$ cat config.mk
export PLATFORM = sky130hd
export DESIGN_NAME = sw_capture_slave
export DESIGN_NICKNAME = d
export VERILOG_FILES = /design/src/rtl/sw_capture_pkg.sv /design/src/rtl/sw_debounce.sv /design/src/rtl/sw_capture_slave.sv
export SDC_FILE = /design/constraint.sdc
export NUM_CORES = 1
export LEC_CHECK = 0
export ABC_AREA = 1
export BUFFER_PORTS_ARGS = -buffer_cell sky130_fd_sc_hd__buf_4
export CORE_UTILIZATION = 55
export CTS_BUF_LIST = sky130_fd_sc_hd__clkbuf_8
export CTS_CLUSTER_SIZE = 28
export DETAILED_ROUTE_END_ITERATION = 8
export HOLD_SLACK_MARGIN = 0.02
export PLACE_DENSITY = 0.82
export SYNTH_ARGS = -nofsm -noshare
export SYNTH_HDL_FRONTEND = slang
export SYNTH_SLANG_ARGS = --single-unit
$ cat constraint.sdc
create_clock -name clk -period 2.8 [get_ports clk]
set_input_delay 0.42 -clock clk [delete_from_list [all_inputs] [get_ports clk]]
set_output_delay 0.42 -clock clk [all_outputs]
set_load 0.05 [all_outputs]
$ cat src/rtl/sw_capture_pkg.sv
`default_nettype none
// ============================================================================
// Module   : sw_capture_pkg
// Purpose  : Shared register map, debounce counter width and reset limit.
// Revision : 1.0 - initial release
// ============================================================================
package sw_capture_pkg;

  localparam int DB_CNT_W   = 20;
  localparam int DB_DEFAULT = 50000;

  localparam logic [1:0] ADDR_DATA  = 2'd0;
  localparam logic [1:0] ADDR_EDGE  = 2'd1;
  localparam logic [1:0] ADDR_MASK  = 2'd2;
  localparam logic [1:0] ADDR_DBLIM = 2'd3;

  // Terminal counter value for a given limit; a zero limit behaves as one.
  function automatic logic [DB_CNT_W-1:0] db_last(input logic [DB_CNT_W-1:0] lim);
    return (lim == '0) ? '0 : lim - 1'b1;
  endfunction

endpackage
`default_nettype wire

$ cat src/rtl/sw_debounce.sv
`default_nettype none
// ============================================================================
// Module   : sw_debounce
// Purpose  : Single-bit 2-flop synchronizer followed by a run-length debouncer.
// Revision : 1.0 - initial release
// ============================================================================
module sw_debounce (
  input  logic                                clk,
  input  logic                                reset_n,
  input  logic                                i_sw,
  input  logic                                i_cnt_clr,
  input  logic [sw_capture_pkg::DB_CNT_W-1:0] i_last,
  output logic                                o_stable,
  output logic                                o_toggle
);
  import sw_capture_pkg::*;

  logic                r_meta;
  logic                r_sync;
  logic                r_stable;
  logic [DB_CNT_W-1:0] r_cnt;
  logic                w_diff;
  logic                w_toggle;

  assign w_diff   = r_sync ^ r_stable;
  // A pending limit rewrite restarts the count, so it also suppresses a toggle.
  assign w_toggle = w_diff && (r_cnt == i_last) && !i_cnt_clr;

  always_ff @(posedge clk) begin
    if (!reset_n) begin
      r_meta   <= 1'b0;
      r_sync   <= 1'b0;
      r_stable <= 1'b0;
      r_cnt    <= '0;
    end else begin
      r_meta <= i_sw;
      r_sync <= r_meta;
      if (i_cnt_clr || !w_diff || w_toggle) begin
        r_cnt <= '0;
      end else begin
        r_cnt <= r_cnt + 1'b1;
      end
      if (w_toggle) begin
        r_stable <= r_sync;
      end
    end
  end

  assign o_stable = r_stable;
  assign o_toggle = w_toggle;

endmodule
`default_nettype wire

$ cat src/rtl/sw_capture_slave.sv
`default_nettype none
// ============================================================================
// Module   : sw_capture_slave
// Purpose  : Debounced switch capture with edge latching, masked interrupt
//            and an Avalon-MM register slave (read latency 1).
// Revision : 1.0 - initial release
// ============================================================================
module sw_capture_slave #(
  parameter int WIDTH      = 4,
  parameter int DB_DEFAULT = sw_capture_pkg::DB_DEFAULT
) (
  input  logic             clk,
  input  logic             reset_n,
  input  logic [WIDTH-1:0] sw_in,
  input  logic [1:0]       avs_address,
  input  logic             avs_chipselect,
  input  logic             avs_read,
  input  logic             avs_write,
  input  logic [31:0]      avs_writedata,
  output logic [31:0]      avs_readdata,
  output logic             irq
);
  import sw_capture_pkg::DB_CNT_W;
  import sw_capture_pkg::ADDR_DATA;
  import sw_capture_pkg::ADDR_EDGE;
  import sw_capture_pkg::ADDR_MASK;
  import sw_capture_pkg::ADDR_DBLIM;
  import sw_capture_pkg::db_last;

  logic [WIDTH-1:0]    w_stable;
  logic [WIDTH-1:0]    w_toggle;
  logic [WIDTH-1:0]    w_edge_clr;
  logic [WIDTH-1:0]    r_edge;
  logic [WIDTH-1:0]    r_mask;
  logic [DB_CNT_W-1:0] r_dblim;
  logic [DB_CNT_W-1:0] w_last;
  logic [31:0]         w_rd_mux;
  logic [31:0]         r_readdata;
  logic                r_irq;
  logic                w_wr;
  logic                w_rd;
  logic                w_dblim_wr;
  logic                w_unused_wdata;

  assign w_wr           = avs_chipselect & avs_write;
  assign w_rd           = avs_chipselect & avs_read;
  assign w_dblim_wr     = w_wr && (avs_address == ADDR_DBLIM);
  assign w_edge_clr     = (w_wr && (avs_address == ADDR_EDGE)) ? avs_writedata[WIDTH-1:0] : '0;
  assign w_last         = db_last(r_dblim);
  assign w_unused_wdata = ^avs_writedata[31:DB_CNT_W];

  generate
    for (genvar gi = 0; gi < WIDTH; gi++) begin : g_bit
      sw_debounce u_debounce (
        .clk       (clk),
        .reset_n   (reset_n),
        .i_sw      (sw_in[gi]),
        .i_cnt_clr (w_dblim_wr),
        .i_last    (w_last),
        .o_stable  (w_stable[gi]),
        .o_toggle  (w_toggle[gi])
      );
    end
  endgenerate

  always_comb begin
    w_rd_mux = '0;
    case (avs_address)
      ADDR_DATA:  w_rd_mux[WIDTH-1:0]    = w_stable;
      ADDR_EDGE:  w_rd_mux[WIDTH-1:0]    = r_edge;
      ADDR_MASK:  w_rd_mux[WIDTH-1:0]    = r_mask;
      ADDR_DBLIM: w_rd_mux[DB_CNT_W-1:0] = r_dblim;
      default:    w_rd_mux               = '0;
    endcase
  end

  always_ff @(posedge clk) begin
    if (!reset_n) begin
      r_edge     <= '0;
      r_mask     <= '0;
      r_dblim    <= DB_CNT_W'(DB_DEFAULT);
      r_readdata <= '0;
      r_irq      <= 1'b0;
    end else begin
      // Set is OR-ed in after the clear so a coincident new edge survives.
      r_edge <= (r_edge & ~w_edge_clr) | w_toggle;
      if (w_wr && (avs_address == ADDR_MASK)) begin
        r_mask <= avs_writedata[WIDTH-1:0];
      end
      if (w_dblim_wr) begin
        r_dblim <= avs_writedata[DB_CNT_W-1:0];
      end
      r_readdata <= w_rd ? w_rd_mux : '0;
      r_irq      <= |(r_edge & r_mask);
    end
  end

  assign avs_readdata = r_readdata;
  assign irq          = r_irq;

endmodule
`default_nettype wire

==> metrics.txt, run 1 <==
outcome=finished clean; FF+latch area=0.00282 mm^2; Arr. time, crit path=3000 ps; post-route cell area=0.00892 mm^2; final setup violating endpoints=0; sequential area share after synthesis=35.8%; # port buffers=slightly above 50; largest net degree at the start of global routing=39; Sw Share=between 20% and 30%; antenna-violating nets left=0; synth warn=0; total power=just over 4 mW; vias=7,202; Place WS=61.5 ps; Starting Density=56.6%; post-synthesis cell area=0.00789 mm^2; DRT Pass-1 Iters=5; Setup CP Type=reg -> reg; initial antenna violation count=0; final period utilization=94.4%; Via-to-Cell Ratio=5.20; global-route wire length before repair=31.4 mm; dominant cells by area after synthesis=dfxtp_1, nand2_1, xor2_1; Starting DRT DRC Count=529; clock-pin slew on the worst setup and hold paths=approximately 80 ps; Worst EP required=3160 ps; Comb pwr share=9.1%; setup tns final=0 ps; Max-slew headroom=between 50% and 60%; Startpoint Class=flip-flop; commonest non-fill, non-tap cell in the layout=nand2_1; GR Overflow Total=0; Slew Viols, Final=0; die height=122 um; smallest hold slack=129 ps; Synth Area per Inst=7.00 um^2; clk_lat worst skew=470 ps; CTS HTree Levels=4; CP endpoint kind=flip-flop; WL final=approximately 19 mm; Cell variety after synth=31; number of global-route vias before repair=6,698; DRC viols=0; DPL Wire Length=14.6 mm; Synth Register Bits=141; post-layout minimum cycle time=~2600 ps; P_int=2.96 mW; Die W=122 um; Slew @ Worst Pin=678 ps; Die ar.=approximately 0.015 mm^2; Finished Layout Cells=about 1,400; top cell type's share of synthesized area=35.8%; share of cells above drive strength 1=18.3%; DP Area=around 0.0085 mm^2; final worst slack=157 ps; Root Driver=clkbuf_8; RePlAce Congestion=around 0.95; Fill cells=1,234; P_sw=around 1.1 mW; Post-Route Skew=12.6 ps; Area Overhead vs Synth=13.1%; Core Util, Final=64.0%; max_cap viols=0; TritonCTS Buffers=17; RSZ-0062 raised after global routing=false; cell taking the most area after synthesis=dfxtp_1; Top Ports=76; Synth Instances=1,126; CTS Hold Bufs=0; sequential share of power=50.6%; Total Nets Final=1,240; Max IR drop VDD=0.316 mV; Pwr Density=roughly 450 mW/mm^2; Final Hold Viols=0; footprint of the multi-input gates=around 0.0043 mm^2; FP Rows=43; maximum root-to-sink buffer count=2; CTS tree=built; gr usage total=27.5%; worst hold path class=in -> reg; drt wl/cell=14.0 um; commonest non-fill, non-tap cells in the layout=nand2_1, inv_1, dfxtp_1; highest clock rate=378 MHz; Core ar.=0.0139 mm^2; clock sink count=between 100 and 150; CP max FO=20; Static Leak=3.53 nW; antenna cells=0; Cells after DPL=between 1,000 and 1,500; Clock Power Share=about two fifths
## path summary, 6_finish.rpt
kind / startpoint / to / slack (ps) / depth (start not counted)
worst max-delay path: r_dblim[1] / g_bit[0].u_debounce.r_cnt[11] / 160 / 15
worst min-delay path: sw_in[0] / g_bit[0].u_debounce.r_meta / 130 / 3
worst max register to register: r_dblim[1] / g_bit[0].u_debounce.r_cnt[11] / 160 / 15
worst min register to register: g_bit[3].u_debounce.r_meta / g_bit[3].u_debounce.r_sync / 410 / 2
## power groups by stage
stage | Combinational (mW) | Sequential [mW] | Clock (mW)
2_1_floorplan | 0.251 | 2.09 | 0
3_3_place_gp | 0.352 | 2.09 | 0
3_5_place_dp | 0.359 | 2.09 | 0
4_1_cts | 0.364 | 2.04 | 1.65
5_1_grt | 0.406 | 2.05 | 1.74
6_report | 0.369 | 2.04 | 1.63
## cells in the mapped netlist
cell type,instances
xor2_1,76
nor2_1,104
nor3_1,18
nand3_1,97
xnor2_1,15
conb_1,1
dfxtp_1,141
nand4_1,32
a21oi_1,34
buf_6,14
nor2_4,2
ha_1,5
inv_1,146
a31oi_1,4
a221oi_1,1
clkbuf_1,9
nand2_1,246
o21ai_0,33
and2_1,1
nand3b_1,14
or3_1,1
clkinv_1,9
buf_2,2
buf_4,13
nor2_8,1
or2_2,3
nand2_2,5
nand3_2,8
a41oi_1,1
nor4_1,4
nor2_2,86
## cell families after synthesis
group | count (synthesis) | synth area share (%)
simple gates | 622 | 37.3
buf+inv | 193 | 11.2
flops | 141 | 35.8
xor+xnor | 91 | 10.1
compound gates | 73 | 4.79
fa+ha+maj | 5 | 0.793
other cells | 1 | 0.0475
## what timing repair did
item | CTS | global route
setup buffers | 0 | 0
resized for setup | 0 | 13
endpoints found under the setup margin | 0 | 80
## flip-flops by register name (all words and copies together), names as in the netlist
| signal | flops |
|---|---|
| g_bit.u_debounce.r_cnt | 80 |
| avs_readdata | 20 |
| r_dblim | 20 |
| g_bit.u_debounce.o_stable | 4 |
| g_bit.u_debounce.r_meta | 4 |
| g_bit.u_debounce.r_sync | 4 |
| r_edge | 4 |
| r_mask | 4 |
| irq | 1 |
## critical path: stages, from the launching register on
cell and delay [ps]:
dfxtp_1 330, inv_1 80, ha_2 220, nand2_2 120, nor2_8 140, buf_4 160, nand3_1 190, nand3_2 200
nand2_1 70, nand2_1 90, nand4_1 160, nor2_1 300, nand2_1 150, nand3_2 100, buf_12 190, nor2_2 50
## area by class of cell
| type | instances | share of cell area, % |
|---|---|---|
| clock inverter | 14 | 1.64 |
| multi-input combinational | 803 | 47.9 |
| tap | 180 | 2.53 |
| sequential | 141 | 31.6 |
| clock buffer | 18 | 2.78 |
| timing repair buffer | 74 | 6.97 |
| inverter | 155 | 6.52 |
## layer usage
metal / vias up / GRT usage, % / share of wire (%)
met5: - / 0 / 0
met4: 0 / 11.6 / 2.9
met3: 40 / 5.95 / 6.9
met2: 255 / 46.5 / 48
met1: 3273 / 33.7 / 42
li1: 3634 / - / -
(Power assumes the default switching activity.)
==> run 2, diff against run 1 <==
- SYNTH_HIERARCHICAL: default -> 1
- clock period: 2.8 -> 2.5 ns (I/O delays scaled with it)
==> metrics.txt, run 2 <==
post-synthesis compound-gate area fraction=4.41%; Comb pwr share=11.7%; DRT Pass-1 Iters=6; highest clock rate=~380 MHz; clock sink count=141; FF-to-FF End=g_bit[2].u_debounce/r_cnt[0]; Arr. time, crit path=between 2000 and 3000 ps; Total Nets Final=1,519; # port buffers=51; die height=127 um; CTS HTree Levels=4; commonest non-fill, non-tap cell in the layout=nand2_1; Fill cells=~1,200; Starting DRT DRC Count=828; FF+latch area=~0.0028 mm^2; clock-pin slew on the worst setup and hold paths=around 80 ps; Max-slew headroom=23.1%; Starting Density=56.4%; DP Area=0.00951 mm^2; GR Overflow Total=0; failing checks=negative setup slack; outcome=complete, but fails checks; largest family of logic cells by synthesized area=simple AND/OR/NAND/NOR gates; Area Overhead vs Synth=23.0%; Via-to-Cell Ratio=around 5.2; TritonCTS Buffers=17; number of global-route vias before repair=7,814; adder-cell share of the synthesized area=0.872%; Finished Layout Cells=1,693; post-synthesis mux area share=0%; Synth Instances=1,347; clk_lat worst skew=480 ps; post-synthesis cell area=~0.0086 mm^2; vias=just under 9,000; total power=4.89 mW; R2R setup slack=-130 ps; Sw Share=26.6%; dominant cells by area after synthesis=dfxtp_1, nand2_1, nor2_1; Slew Viols, Final=0; RePlAce Congestion=0.948; final setup violating endpoints=84; Largest register FFs=80; Largest Register=g_bit.u_debounce/r_cnt; post-layout minimum cycle time=~2600 ps; most common library cells after synthesis=nand2_1, nor2_1, inv_1; final worst slack=-126 ps; Post-Synth XOR/XNOR Area=under 10%; Post-synth EDFFs=0; dominant synthesized flop cell=dfxtp_1; Synth Register Bits=141; initial antenna violation count=0; post-route cell area=0.0106 mm^2; DRC viols=0; P_int=3.59 mW; Max IR drop VDD=0.300 mV; Core ar.=0.0153 mm^2; Slew @ Worst Pin=1150 ps; share of cells above drive strength 1=21.2%; commonest non-fill, non-tap cells in the layout=nand2_1, nor2_1, inv_1; P_sw=1.30 mW; Final Hold Viols=0; top-count cell post-synth=nand2_1; post-synthesis simple-gate area fraction=41.5%; CP max FO=8; Critical path destination=g_bit[2].u_debounce/r_cnt[0]; Startpoint Class=flip-flop; CTS tree=built; final period utilization=105%; cell taking the most area after synthesis=dfxtp_1; FP Rows=45; worst hold path class=in -> reg; Root Driver=clkbuf_8; CP endpoint kind=flip-flop; smallest hold slack=84.5 ps; Die W=around 130 um; sequential share of power=between 40% and 50%; synth warn=6; RR Startpoint=r_dblim[2]; Worst EP required=2860 ps; Static Leak=4.52 nW; DPL Wire Length=16.8 mm; gr usage total=29.3%; Synth Area per Inst=~6.4 um^2; drt wl/cell=14.6 um; Setup crit start=r_dblim[2]; antenna cells=0; antenna-violating nets left=0; Top Ports=76; Post-Route Skew=13.3 ps; asr flop ratio synth=0%; Clock Power Share=41.4%; Cells after DPL=between 1,500 and 2,000; maximum root-to-sink buffer count=2; CTS Hold Bufs=0; top cell type's share of synthesized area=32.8%; global-route wire length before repair=36.9 mm; largest net degree at the start of global routing=36; Die ar.=0.0162 mm^2; max_cap viols=0; footprint of the multi-input gates=0.00510 mm^2; sequential area share after synthesis=32.8%; Setup CP Type=reg -> reg; RSZ-0062 raised after global routing=true; worst reg-to-reg path cell count=20; WL final=24.7 mm; Pwr Density=462 mW/mm^2; Cell variety after synth=35
run 2: cell count changes after synthesis, sizes merged, moves of 8 or more:
cell,previous run,this run
nand3b,14,1
xor2,76,67
nor2,193,281
nor3,18,29
clkinv,9,1
o21ai,33,24
nand2,251,386
inv,146,220
nand3,105,65
nor4,4,12
run 2: worst max-delay path: stages, from the launching register on:
cell and delay [ps]:
dfxtp_1 390, nor2_2 130, nand2_2 100, nor2_4 160, buf_6 120, inv_2 30
buf_4 130, nor2_2 110, nor2_1 70, nor2_1 110, buf_6 190, inv_2 40
nand2_1 50, nand2_1 60, nor2_1 100, nand2_1 80, nor2_2 160, nand3_2 120
nand3_4 140, clkbuf_16 170, nor2_1 30
run 2: metal layers:
metal  global-route usage [%]  part of all wire [%]  vias up
met5                        0                     0        -
met4                     17.0                   5.6        0
met3                     5.15                   8.3      121
met2                     49.8                    46      426
met1                     34.8                    40     4009
li1                         -                     -     4328
run 2: power groups by stage:
| stage | registers (mW) | logic, mW | clock network, mW |
|---|---|---|---|
| floorplan | 2.34 | 0.313 | 0 |
| CTS | 2.29 | 0.501 | 2.05 |
| global route | 2.29 | 0.612 | 2.14 |
| finish | 2.29 | 0.572 | 2.03 |
| global placement | 2.34 | 0.480 | 0 |
| detailed placement | 2.34 | 0.489 | 0 |
run 2: layout make-up:
| cell class | count | area share (%) |
|---|---|---|
| Clock buffer | 19 | 2.47 |
| Clock inverter | 12 | 1.61 |
| Inverter | 221 | 7.97 |
| Multi-Input combinational cell | 967 | 48.2 |
| Sequential cell | 141 | 26.8 |
| Tap cell | 211 | 2.49 |
| Timing Repair Buffer | 122 | 10.5 |
run 2: repair_timing:
| item | 4_1_cts | 5_1_grt |
|---|---|---|
| setup buffers | 3 | 12 |
| pin swaps | 9 | 53 |
| resized for setup | 22 | 101 |
| setup endpoints to repair | 85 | 88 |
| cloned | 0 | 4 |
run 2: stage by stage:
| stage | utilization [%] | setup slack, ps | TNS [ps] |
|---|---|---|---|
| after global routing | 69.4 | -279 | -19210 |
| final | 69.4 | -126 | -8280 |
| after CTS | 65.8 | -2.72 | -2.72 |
| after global placement | 62.4 | -148 | -8620 |
| after detailed placement | 62.4 | -195 | -11920 |
| after floorplan | - | 235 | 0 |
run 2: cell families after synthesis:
| logic type | Yosys count |
|---|---|
| AOI/OAI and AO/OA | 70 |
| xor gates and xnor gates | 79 |
| adders and majority gates | 6 |
| buffers and inverters | 250 |
| DFF | 141 |
| other | 1 |
| and+or+nand+nor | 800 |
run 2: worst min path at each step:
stage,startpoint,to,slack [ps],cells past startpoint
6_report,sw_in[2],g_bit[2].u_debounce/r_meta,80,3
5_1_grt,sw_in[1],g_bit[1].u_debounce/r_meta,100,3
4_1_cts,sw_in[2],g_bit[2].u_debounce/r_meta,70,3
3_5_place_dp,g_bit[3].u_debounce/r_meta,g_bit[3].u_debounce/r_sync,400,2
3_3_place_gp,g_bit[3].u_debounce/r_meta,g_bit[3].u_debounce/r_sync,400,2
2_1_floorplan,g_bit[0].u_debounce/r_meta,g_bit[0].u_debounce/r_sync,390,2
==> run 3, diff against run 2 <==
- CORE_UTILIZATION: 55 -> 40
- PLACE_DENSITY: 0.82 -> 0.64
==> metrics.txt, run 3 (synthesis results as in run 2) <==
Via-to-Cell Ratio=4.85; Core ar.=0.0211 mm^2; Slew Viols, Final=0; CTS tree=built; CP most frequent cell=nand3_4; CTS HTree Levels=4; Setup CP Type=reg -> reg; antenna-violating nets left=0; Finished Layout Cells=1,792; die height=149 um; highest clock rate=approximately 390 MHz; Cells after DPL=approximately 1,700; number of global-route vias before repair=7,741; worst hold path class=in -> reg; commonest non-fill, non-tap cell in the layout=nand2_1; final setup violating endpoints=76; outcome=complete, but fails checks; Worst path max stage delay=roughly 380 ps; FP Rows=53; setup tns final=-1850 ps; clk_lat worst skew=450 ps; gr usage total=21.6%; Largest register FFs=80; Startpoint Class=flip-flop; max_cap viols=0; final period utilization=102%; Final Hold Viols=0; Pwr Density=464 mW/mm^2; DPL Wire Length=about 17 mm; vias=8,695; Arr. time, crit path=2900 ps; clock sink count=141; hold wc startpoint=sw_in[2]; Static Leak=between 4 and 5 nW; # port buffers=~50; Post-Route Skew=15.1 ps; maximum root-to-sink buffer count=2; clock-pin slew on the worst setup and hold paths=80 ps; FF+latch area=0.00285 mm^2; TritonCTS Buffers=17; Top delay family on crit path=simple AND/OR/NAND/NOR gates; Total Nets Final=around 1,600; Top Ports=76; CTS Hold Bufs=0; RSZ-0062 raised after global routing=true; GR Overflow Total=0; post-layout minimum cycle time=2560 ps; commonest non-fill, non-tap cells in the layout=nand2_1, inv_1, nor2_1; Max-slew headroom=21.0%; Fill cells=just over 2,000; Core Util, Final=between 50% and 60%; global-route wire length before repair=37.2 mm; smallest hold slack=107 ps; Setup crit start=r_dblim[2]; final worst slack=-55.7 ps; share of cells above drive strength 1=27.0%; antenna cells=0; Worst EP required=around 2800 ps; Slew @ Worst Pin=1180 ps; Max IR drop VDD=roughly 0.36 mV; Starting Density=40.8%; RePlAce Congestion=0.885; RR Startpoint=r_dblim[2]; initial antenna violation count=0; largest net degree at the start of global routing=35; CP endpoint kind=flip-flop; Die ar.=0.0221 mm^2; Root Driver=clkbuf_8; critical path, cell by cell=nor2_4 -> buf_4 -> nand2_1 -> nor2_4 -> nand3_4 -> buf_8 -> nand3_4 -> clkinvlp_4 -> nand2_2 -> nand2_2 -> nor2_1 -> nand2_1 -> nor2_2 -> nand3_2 -> nand3_4 -> clkbuf_16 -> nor2_2; Die W=149 um; drt wl/cell=14.1 um; Largest Register=g_bit.u_debounce/r_cnt; failing checks=negative setup slack; DRT Pass-1 Iters=6; Area Overhead vs Synth=31.7%; Slowest-stage cell, CP=dfxtp_4; footprint of the multi-input gates=~0.0054 mm^2; DRC viols=0; Buf/Inv on CP=4; WL final=25.2 mm; Starting DRT DRC Count=548; CP max FO=8
run 3: metrics by stage:
| step | cell area [um^2] | power, mW | worst slack [ps] |
|---|---|---|---|
| CTS | 10400 | 5.19 | -18.5 |
| detailed placement | 9770 | 2.84 | -287 |
| floorplan | 8650 | 2.66 | 235 |
| global placement | 9770 | 2.84 | -231 |
| finish | 11300 | 5.25 | -55.7 |
| global route | 11300 | 5.44 | -157 |
run 3: what timing repair did:
action | CTS | global route
pin swaps | 7 | 70
cloned | 0 | 6
resized for setup | 32 | 184
setup buffers | 7 | 17
endpoints found under the setup margin | 88 | 88
run 3: metal layers:
layer | share of wire (%) | vias up | track usage (%)
met5 | 0 | - | 0
met4 | 2.6 | 0 | 6.96
met3 | 6.0 | 51 | 3.62
met2 | 46 | 268 | 35.5
met1 | 45 | 3984 | 28.7
li1 | - | 4392 | -
run 3: layout make-up:
class	count	area share, %
flip-flops and latches	141	25.2
well taps	275	3.04
clock inverters	12	2.13
clock buffers	19	2.31
repair buffers	157	12.5
multi-input cells	967	47.4
inverters	221	7.50
run 3: final timing paths:
kind | to | slack [ps] | cells after the start
worst min-delay path | g_bit[2].u_debounce/r_meta | 110 | 3
worst max-delay path | g_bit[2].u_debounce/r_cnt[2] | -60 | 17
worst min register to register | g_bit[1].u_debounce/r_sync | 410 | 2
worst max register to register | g_bit[2].u_debounce/r_cnt[2] | -60 | 17
run 3: worst min-delay path, stage by stage:
cell and delay, ps:
buf_4 70, nand2_1 40, inv_1 40
run 3: where the power goes:
part | internal, mW | leakage [nW] | switching (mW)
Sequential | 2.27 | 1.14 | 0.0255
Combinational | 0.232 | 3.38 | 0.387
Clock | 1.43 | 0.257 | 0.911
Total | 3.93 | 4.78 | 1.32
